### config.mk
export PLATFORM = sky130hd
export DESIGN_NAME = decoder_pipe_hs
export DESIGN_NICKNAME = d
export VERILOG_FILES = /design/src/rtl/decoder_pkg.sv /design/src/rtl/decoder_core.sv /design/src/rtl/decoder_pipe_hs.sv
export SDC_FILE = /design/constraint.sdc
export NUM_CORES = 1
export LEC_CHECK = 0
export ABC_CLOCK_PERIOD_IN_PS = 1700
export CAP_MARGIN = 0
export CORE_UTILIZATION = 30
export CTS_CLUSTER_DIAMETER = 50
export DETAILED_ROUTE_END_ITERATION = 6
export GPL_TIMING_DRIVEN = 0
export PLACE_DENSITY_LB_ADDON = 0.08
export RECOVER_POWER = 25
export SLEW_MARGIN = 40
export SYNTH_ARGS = -nofsm -noshare
export SYNTH_HDL_FRONTEND = slang
export SYNTH_HIERARCHICAL = 1
export SYNTH_SLANG_ARGS = --single-unit
### constraint.sdc
create_clock -name clk -period 1.7 [get_ports clk]
set_clock_uncertainty 0.05 [all_clocks]
set_input_delay 0.425 -clock clk [delete_from_list [all_inputs] [get_ports clk]]
set_output_delay 0.425 -clock clk [all_outputs]
set_load 0.005 [all_outputs]
### src/rtl/decoder_pkg.sv
// rtl/decoder_pkg.sv - decode modes and occupancy encoding shared by the decoder pipe
package decoder_pkg;

    localparam logic [1:0] DEC_ONEHOT  = 2'b00;
    localparam logic [1:0] DEC_THERM   = 2'b01;
    localparam logic [1:0] DEC_ONECOLD = 2'b10;
    localparam logic [1:0] DEC_RSVD    = 2'b11;

    localparam logic [1:0] OCC_EMPTY = 2'd0;
    localparam logic [1:0] OCC_ONE   = 2'd1;
    localparam logic [1:0] OCC_FULL  = 2'd2;

endpackage

### src/rtl/decoder_core.sv
// rtl/decoder_core.sv - combinational code-to-word decode with range/mode error flag
module decoder_core
    import decoder_pkg::*;
#(
    parameter int N     = 3,
    parameter int OUT_W = 1 << N
) (
    input  logic [N-1:0]     code,
    input  logic [1:0]       mode,
    output logic [OUT_W-1:0] data,
    output logic             err
);

    logic [N:0]       code_x;
    logic             in_range;
    logic [OUT_W-1:0] onehot;
    logic [OUT_W-1:0] therm;

    // Widened by one bit so OUT_W == 1<<N is representable in the compare.
    assign code_x   = {1'b0, code};
    assign in_range = code_x < (N+1)'(OUT_W);

    always_comb begin
        onehot = '0;
        therm  = '0;
        for (int i = 0; i < OUT_W; i++) begin
            onehot[i] = (code_x == (N+1)'(i));
            therm[i]  = in_range && ((N+1)'(i) <= code_x);
        end
    end

    always_comb begin
        data = '0;
        err  = !in_range;
        case (mode)
            DEC_ONEHOT:  data = onehot;
            DEC_THERM:   data = therm;
            DEC_ONECOLD: data = ~onehot;
            default: begin
                data = '0;
                err  = 1'b1;
            end
        endcase
    end

endmodule

### src/rtl/decoder_pipe_hs.sv
// rtl/decoder_pipe_hs.sv - registered decoder with valid/ready handshake and two-entry skid
module decoder_pipe_hs
    import decoder_pkg::*;
#(
    parameter int N     = 3,
    parameter int OUT_W = 1 << N
) (
    input  logic             clk,
    input  logic             rst,
    input  logic             in_valid,
    output logic             in_ready,
    input  logic [N-1:0]     in_code,
    input  logic [1:0]       in_mode,
    output logic             out_valid,
    input  logic             out_ready,
    output logic [OUT_W-1:0] out_data,
    output logic             out_err
);

    logic [1:0]       state;
    logic [OUT_W-1:0] dec_data;
    logic             dec_err;
    logic [OUT_W-1:0] skid_data;
    logic             skid_err;
    logic             accept;
    logic             drain;

    decoder_core #(
        .N     (N),
        .OUT_W (OUT_W)
    ) u_core (
        .code (in_code),
        .mode (in_mode),
        .data (dec_data),
        .err  (dec_err)
    );

    // Both handshake outputs depend on the state register alone.
    assign in_ready  = (state != OCC_FULL);
    assign out_valid = (state != OCC_EMPTY);
    assign accept    = in_valid && in_ready;
    assign drain     = out_valid && out_ready;

    always_ff @(posedge clk or posedge rst) begin
        if (rst) begin
            state     <= OCC_EMPTY;
            out_data  <= '0;
            out_err   <= 1'b0;
            skid_data <= '0;
            skid_err  <= 1'b0;
        end else begin
            case (state)
                OCC_EMPTY: begin
                    if (accept) begin
                        out_data <= dec_data;
                        out_err  <= dec_err;
                        state    <= OCC_ONE;
                    end
                end
                OCC_ONE: begin
                    if (accept && drain) begin
                        out_data <= dec_data;
                        out_err  <= dec_err;
                    end else if (accept) begin
                        skid_data <= dec_data;
                        skid_err  <= dec_err;
                        state     <= OCC_FULL;
                    end else if (drain) begin
                        state <= OCC_EMPTY;
                    end
                end
                OCC_FULL: begin
                    if (drain) begin
                        out_data <= skid_data;
                        out_err  <= skid_err;
                        state    <= OCC_ONE;
                    end
                end
                default: state <= OCC_EMPTY;
            endcase
        end
    end

endmodule
Word level (Yosys, flattened, before mapping)
Cells that the tools add are included.
{"block": "classes", "n_mux": 16, "mul": 0, "n_div": 0, "n_eq_ne": 17, "shift": 0, "n_reduce_logical": 21, "order_cmp": 9, "addsub": 0, "bitwise_logic": 2}
{"cell": "$pmux W8 S3", "n": 2}
{"cell": "$mux W8", "n": 3}
{"cell": "$eq A3 B3 Y1 const B", "n": 4}
{"cell": "$le A3 B3 Y1 const A", "n": 4}
{"cell": "$logic_and A1 B1 Y1", "n": 11}
{"cell": "$mux W2", "n": 5}
{"cell": "$ne A2 B2 Y1 const B", "n": 5}
{"cell": "$not A8 Y8", "n": 1}
{"cell": "$reduce_and A4 Y1", "n": 2}
{"cell": "$eq A3 B2 Y1 const B", "n": 2}
{"cell": "$le A1 B3 Y1 const A", "n": 2}
{"cell": "$le A2 B3 Y1 const A", "n": 2}
{"cell": "$pmux W2 S3", "n": 1}
{"cell": "$eq A2 B1 Y1 const B", "n": 2}
{"cell": "$eq A2 B2 Y1 const B", "n": 2}
{"cell": "$logic_not A2 Y1", "n": 2}
{"cell": "$logic_not A4 Y1", "n": 1}
{"cell": "$lt A3 B4 Y1 const B", "n": 1}
{"cell": "$mux W1", "n": 4}
{"cell": "$eq A3 B1 Y1 const B", "n": 1}
{"cell": "$ne A3 B3 Y1 const B", "n": 1}
{"cell": "$pmux W1 S3", "n": 1}
{"cell": "$reduce_and A3 Y1", "n": 1}
{"cell": "$reduce_bool A3 Y1", "n": 1}
{"cell": "4 further kinds", "n": 4}
{"block": "word_totals", "memories": 0, "ram_bits": 0, "ff_bits": 20, "elab_cells": 70, "mem_bits_ro": 0, "latchBits": 0, "output_inout_bits": 11, "inputBits": 9}

Logic depth before layout (Yosys ltp)
Gate-level depths: netlist (run 1).
{"block": "depth", "ltp_word": 6, "depth_mapped": 6, "mapped_depth_nobuf": 5}

By module
The synthesis (run 1) kept the hierarchy.
{"module": "decoder_pipe_hs", "seq_area_each_um2": 500.5, "cells_each": 61, "n_inst": 1, "area_each_um2": 929.6}
{"module": "decoder_core", "seq_area_each_um2": 0.0, "cells_each": 36, "n_inst": 1, "area_each_um2": 236.5}

Least setup slack after synthesis (run 1)
Ideal clock, no wire load.
{"block": "synth_path", "kind": "input port to flip-flop", "start": "input in_code[2]", "end": "register out_data[5]", "path_buffers": 1, "arrival_ps": 1441, "path_slack_ps": 84, "setup_time_ps": 125, "t_required_ps": 1525, "path_stages": 6, "path_cell_list": "buf_2 -> inv_1 -> nor3b_1 -> o32ai_1 -> mux2_2 -> mux2_2"}
{"block": "synth_via", "elab_chain_len": 5, "word_cells_on_any_way": 9, "classes_between": "order compare (2); eq/ne (1); mux (4); bitwise (1); reduce/logical (1)"}
{"element": "start: declaration", "line": "decoder_pipe_hs.sv:12", "source": "input logic [N-1:0] in_code,"}
{"element": "$lt A3 B4 Y1, or another cell as far along", "line": "decoder_core.sv:21", "source": "assign in_range = code_x < (N+1)'(OUT_W);"}
{"element": "$logic_and A1 B1 Y1 or $not A8 Y8 (tied branches)", "line": "decoder_core.sv:28, decoder_core.sv:38"}
{"element": "$pmux W8 S3 (*)", "line": "decoder_core.sv:35", "source": "case (mode)"}
{"element": "net dec_data[5]", "line": "decoder_pipe_hs.sv:21", "source": "logic [OUT_W-1:0] dec_data;"}
{"element": "$mux W8 (on tied branches)", "line": "decoder_pipe_hs.sv:61, decoder_pipe_hs.sv:54"}
{"element": "$pmux W8 S3 (*)", "line": "decoder_pipe_hs.sv:52", "source": "case (state)"}
{"element": "end signal: assignment", "line": "decoder_pipe_hs.sv:55", "source": "out_data <= dec_data;"}
{"element": "end signal: assignment", "line": "decoder_pipe_hs.sv:62", "source": "out_data <= dec_data;"}
{"element": "end signal: assignment", "line": "decoder_pipe_hs.sv:74", "source": "out_data <= skid_data;"}
{"element": "end: declaration", "line": "decoder_pipe_hs.sv:16", "source": "output logic [OUT_W-1:0] out_data,"}
The timed path passes the listed nets; every way through them passes the cells marked *. The select of a mux whose other input is x is not followed.
A chain may end at the register's enable or synchronous reset.

Final worst setup path (run 1)
{"block": "layout_path", "start": "input in_mode[1]", "end": "register out_data[2]"}
{"block": "layout_via", "elab_chain_len": 4, "word_cells_on_any_way": 7, "classes_between": "eq/ne (2); mux (4); reduce/logical (1)"}
{"element": "start: declaration", "line": "decoder_pipe_hs.sv:13", "source": "input logic [1:0] in_mode,"}
{"element": "$eq A2 B2 Y1, or another cell as far along", "line": "decoder_core.sv:35"}
{"element": "$pmux W8 S3 (*)", "line": "decoder_core.sv:35"}
{"element": "net dec_data[2]", "line": "decoder_pipe_hs.sv:21"}
{"element": "$mux W8 (on tied branches)", "line": "decoder_pipe_hs.sv:61, decoder_pipe_hs.sv:54"}
{"element": "$pmux W8 S3 (*)", "line": "decoder_pipe_hs.sv:52"}
Marked as above.

==> impl_metrics.csv, run 1 <==
group,metric,value,unit
global_routing,antenna_found_initial,0,
timing,layout_setup_ws,0.0424,ns
global_routing,grt_max_degree,21,
placement,gp_congestion,0.807,
global_routing,grt_pass1_vias,871,
synth,synth_cell_types,31,
floorplan,core,3690,µm²
timing,clock.fmax,603,MHz
synth,syn_avg_cell_area,12.0,µm²
critical_path,crit_family,"multiplexers",
timing,finalMaxSlewViolations,0,
critical_path,critPathMaxFanout,10,
cts,clock_latency,0.25,ns
synth,async_reset_ff_share,100,%
cts,cts_tree,"built",
critical_path,critPathBufInv,2,
power,peakVddDrop,0.367,mV
critical_path,critPathMaxStageDelay,0.36,ns
layout,fill_cells,367,
timing,rsz0062_at_grt,"no",
synth,synth_area_leaders,"dfrtp_1 (43%), mux2_2 (26%), mux2i_1 (2.6%)",
route,wl_per_cell,14.8,µm
global_routing,grt_pass1_wl,4320,µm
cts,cts_sinks,20,
global_routing,grt_usage,13.8,%
placement,port_buffers,18,
timing,period_needed,1.66,ns
floorplan,dieHeight,64.3,µm
layout,antenna_cells,0,
flow_run,cap_violations,0,
min_path,hold_path.class,"flop to flop",
synth,synthFlopType,"dfrtp_1",
layout,post_route_cells_drive_above_1_share,47.2,%
timing,final_hold_viol_count,0,
route,remaining_drc_errors,0,
critical_path,cp-start-kind,"primary input",
synth,netlist_area,1170,µm²
route,num_vias,820,
floorplan,ioPinCount,20,
floorplan,die_w,64.3,µm
timing,worst_pin_slew,0.771,ns
route,first_iter_violations,73,
cts,numCtsBuffers,3,
synth,synth_warnings,6,
layout,final_cell_mix,"mux2_2 (21), dfrtp_1 (18), clkdlybuf4s50_1 (9), buf_6 (7), mux2_4 (6)",
power,power.density,1020,nW/µm²
critical_path,path_common_cell,"mux2_2",
route,final_antenna_net_count,0,
placement,place_hpwl,1580,µm
floorplan,floorplan.initialDensity,31.6,%
cts,clk_pin_slew_worst_paths,0.07,ns
floorplan,rows,22,
synth,netlist.area_leader.share,42.9,%
layout,final_common_cell,"mux2_2",
route,wl,2560,µm
layout,area_growth,36.6,%
cts,cts-htree-levels,1,
critical_path,critical_path_class,"primary input to flop",
synth,synth_nets,106,
synth,synth_cells,97,
critical_path,cp_cell_sequence,"dlygate4sd2_1 -> buf_6 -> o311a_1 -> mux2_2 -> mux2_2",
global_routing,grt.overflow.total,0,
timing,fin_crit_sh,97.5,%
synth,yosysSeqAreaShare,42.9,%
timing,fin_tns_setup,0,ns
timing,slew_headroom,48.6,%
placement,pre_cts_ws,-0.499,ns
cts,clk_path_buf_depth,2,
route,first_pass_iters,4,
critical_path,critPathArrivalTime,1.75,ns
timing,setup_viol,0,
timing,hold_ws,0.456,ns
run_status,outcome,"finished clean",
synth,ys_ff_latch,20,
layout,fin_nets,136,
floorplan,die_area,4140,µm²
synth,yosysTopAreaCell,"dfrtp_1",
critical_path,critPathRequiredTime,1.79,ns
synth,synth_edf_count,0,
cts,cts-root-buf,"clkbuf_8",
power,leakagePower,0.695,nW
route,vias_per_cell,4.74,
critical_path,crit_slowest_cell,"o311a_1",
critical_path,crit_path_end_kind,"flop",
## kinds of logic (layout without fill, tap and decap cells)
family                 Yosys count  after routing  synth area share (%)
AND/OR/NAND/NOR                 22             22                  11.1
flip-flops                      20             20                  42.9
AO/OA/AOI/OAI                   14             14                  10.2
XOR/XNOR                         3              3                  2.25
buffers and inverters            8             36                  4.94
multiplexers                    30             30                  28.6
## final timing paths
kind / start / endpoint / slack, ns / cells after the start
max: in_mode[1] / out_data[2] / 0.04 / 5
min: out_data[6] / out_data[6] / 0.46 / 1
max reg2reg: state[1] / out_data[1] / 0.06 / 6
min reg2reg: out_data[6] / out_data[6] / 0.46 / 1
max in group asynchronous: rst / state[1] / 0.37 / 2
min in group asynchronous: rst / out_data[4] / 0.69 / 2
## where the power goes
group	switching [W]	internal, W
clock	0.000144	0.000158
combinational	0.000208	0.000411
sequential	0.0000738	0.000630
total	0.000426	0.00120
## cell usage after synthesis (3+ instances only)
cell and n:
nor3_1 3, nor2_1 6, mux2_2 27, nand2_1 3
dfrtp_1 20, a21oi_1 3, mux2i_1 3
## layout make-up
cell class	instances	area, µm²	share of cell area (%)
Buffer	6	75.1	4.71
Clock buffer	3	41.3	2.59
Inverter	2	7.51	0.471
Multi-Input combinational cell	69	663	41.6
Sequential cell	20	503	31.6
Tap cell	48	60.1	3.77
Timing Repair Buffer	25	243	15.2
## metrics by stage
stage | util (%) | total power, W | instance area (µm²) | std cells
2_1_floorplan | - | 0.00101 | 1170 | 97
3_3_place_gp | 38.1 | 0.00122 | 1410 | 163
3_5_place_dp | 38.1 | 0.00124 | 1410 | 163
4_1_cts | 41.8 | 0.00160 | 1540 | 173
5_1_grt | 43.2 | 0.00173 | 1590 | 173
6_report | 43.2 | 0.00163 | 1590 | 173
## sequential cells by signal, indices dropped and copies added, names as in the netlist
name / count
state: 2
out_err: 1
out_data: 8
skid_err: 1
skid_data: 8
## worst reg2reg max path, stage by stage, from the launching register on
cell       delay [ns]
dfrtp_2          0.41
buf_6            0.13
buf_4            0.13
mux2i_2          0.17
o2bb2ai_4        0.16
buf_12           0.14
mux2_2           0.33
## repair_timing
action	in CTS	in global routing
setup endpoints to repair	20	18
gates resized for setup	24	14
pin swaps	2	1
buffers inserted	5	0
hold buffers	0	0
gates cloned	2	0
## routing by layer
layer	track usage, %	share of wire, %	wire (µm)	up-vias
met5	0	0	0	-
met4	7.50	1.8	47	0
met3	2.50	4.2	108	5
met2	20.0	42	1090	20
met1	19.3	51	1320	387
li1	-	-	-	408
(Power assumes the default switching activity.)
==> inputs of run 2 (changes only) <==
--- a/config.mk
+++ b/config.mk
@@ -7,6 +7,8 @@
 export LEC_CHECK = 0
 export ABC_CLOCK_PERIOD_IN_PS = 1700
 export CAP_MARGIN = 0
+export CELL_PAD_IN_SITES_DETAIL_PLACEMENT = 1
+export CELL_PAD_IN_SITES_GLOBAL_PLACEMENT = 1
 export CORE_UTILIZATION = 30
 export CTS_CLUSTER_DIAMETER = 50
 export DETAILED_ROUTE_END_ITERATION = 6
==> impl_metrics.csv, run 2 (synthesis results as in run 1) <==
group,metric,value,unit
route,wl_per_cell,15.3,µm
critical_path,cp-start-kind,"flop",
floorplan,floorplan.initialDensity,31.6,%
critical_path,crit_path_end_kind,"flop",
cts,cts_tree,"built",
route,remaining_drc_errors,0,
critical_path,critical_path_class,"flop to flop",
critical_path,critPathMaxFanout,5,
floorplan,dieHeight,64.3,µm
placement,place_hpwl,1760,µm
timing,period_needed,1.66,ns
global_routing,antenna_found_initial,0,
cts,cts_hold_buf,0,
layout,fill_cells,418,
critical_path,critPathMaxStageDelay,0.41,ns
timing,finalMaxSlewViolations,0,
timing,fin_crit_sh,97.5,%
cts,cts-htree-levels,1,
critical_path,cp_cell_sequence,"buf_6 -> buf_6 -> nor2b_4 -> and3b_2 -> buf_6 -> mux2_4",
global_routing,grt_max_degree,21,
power,power.density,1130,nW/µm²
critical_path,critPathArrivalTime,1.75,ns
cts,clock_latency,0.26,ns
layout,seq_area,503,µm²
placement,port_buffers,18,
timing,setup_viol,0,
global_routing,grt_pass1_wl,4320,µm
min_path,hp-start,"out_err",
critical_path,crit_slowest_cell,"dfrtp_2",
power,leakagePower,0.707,nW
timing,rsz0062_at_grt,"yes",
route,vias_per_cell,4.88,
critical_path,reg2reg_setup_slack,0.04,ns
cts,cts-root-buf,"clkbuf_8",
route,wl,2640,µm
cts,cts_sinks,20,
floorplan,die_area,4140,µm²
timing,fin_tns_setup,0,ns
min_path,holdPathStages,1,
critical_path,critPathRequiredTime,1.79,ns
floorplan,rows,22,
layout,fin_nets,135,
min_path,worstHoldEndpoint,"out_err",
timing,worst_pin_slew,0.759,ns
placement,gp_congestion,0.694,
layout,stdcell_count,173,
global_routing,grt.overflow.total,0,
timing,slew_headroom,49.4,%
critical_path,r2r-end,"skid_data[0]",
route,first_iter_violations,32,
cts,clk_pin_slew_worst_paths,0.07,ns
floorplan,ioPinCount,20,
layout,antenna_cells,0,
layout,post_route_cells_drive_above_1_share,42.4,%
route,first_pass_iters,4,
min_path,hold_path.class,"flop to flop",
critical_path,r2r_start,"state[1]",
global_routing,grt_usage,13.6,%
global_routing,grt_pass1_vias,882,
critical_path,path_common_cell,"buf_6",
floorplan,die_w,64.3,µm
flow_run,cap_violations,0,
run_status,outcome,"finished clean",
layout,final_cell_mix,"mux2_2 (18), dfrtp_1 (18), mux2_4 (9), clkdlybuf4s50_1 (9), buf_6 (7)",
timing,final_hold_viol_count,0,
placement,dpl.cell_count,163,
route,num_vias,844,
power,peakVddDrop,0.541,mV
timing,clock.fmax,603,MHz
route,final_antenna_net_count,0,
cts,clk_path_buf_depth,2,
cts,numCtsBuffers,3,
layout,largest_registers,"out_data: 8 flops, skid_data: 8 flops, state: 2 flops",
critical_path,reg2reg_depth,6,
layout,area_growth,37.4,%
floorplan,core,3690,µm²
layout,multi_input_area,648,µm²
[run 2: worst max-delay path by stage]
stage / from / end / cells after the start
finish: state[1] / skid_data[0] / 6
global route: state[1] / skid_data[0] / 6
CTS: state[0] / out_valid / 2
detailed placement: in_mode[0] / out_data[2] / 6
global placement: in_mode[0] / out_data[2] / 6
floorplan: in_code[2] / out_data[5] / 6
[run 2: cell type report]
type,count,area share (%)
Clock buffer,3,2.58
Clock inverter,1,1.87
Timing Repair Buffer,24,14.8
Sequential cell,20,31.4
Buffer,6,4.68
Tap cell,48,3.75
Multi-Input combinational cell,69,40.4
Inverter,2,0.468
[run 2: metrics by stage]
stage	instance area (µm²)	worst slack [ns]	hold slack, ns	util, %	total power [W]
3_5_place_dp	1410	-0.502	0.446	38.1	0.00125
2_1_floorplan	1170	0.0838	0.339	-	0.00101
3_3_place_gp	1410	-0.446	0.435	38.1	0.00122
4_1_cts	1550	0.00226	0.464	41.9	0.00176
5_1_grt	1600	-0.0120	0.482	43.5	0.00191
6_report	1600	0.0419	0.461	43.5	0.00181
[run 2: power by group]
group / switching, W / internal, W
logic: 0.000208 / 0.000420
clock network: 0.000161 / 0.000314
registers: 0.0000785 / 0.000630
total: 0.000448 / 0.00136
[run 2: per-layer routing]
layer / track usage (%) / share of wire, %
met1: 18.2 / 48
met2: 22.0 / 48
met4: 5.00 / 0.79
met3: 1.96 / 2.4
met5: 0 / 0
[run 2: repair_timing]
item,4_1_cts,5_1_grt
setup buffers,4,0
setup endpoints to repair,20,19
pin swaps,1,1
resized for setup,20,16
cloned,1,1
[run 2: worst max-delay path, delay by kind of cell, from the launching register on]
kind,cells,cell delay [ns]
flops,1,0.41
buf+inv,3,0.40
simple gates,2,0.38
mux,1,0.31
==> inputs of run 3 (changes only) <==
--- a/config.mk
+++ b/config.mk
@@ -7,8 +7,6 @@
 export LEC_CHECK = 0
 export ABC_CLOCK_PERIOD_IN_PS = 1700
 export CAP_MARGIN = 0
-export CELL_PAD_IN_SITES_DETAIL_PLACEMENT = 1
-export CELL_PAD_IN_SITES_GLOBAL_PLACEMENT = 1
 export CORE_UTILIZATION = 30
 export CTS_CLUSTER_DIAMETER = 50
 export DETAILED_ROUTE_END_ITERATION = 6
==> results of run 3 <==
Final layout, timing and power as in run 1 (identical DEF).
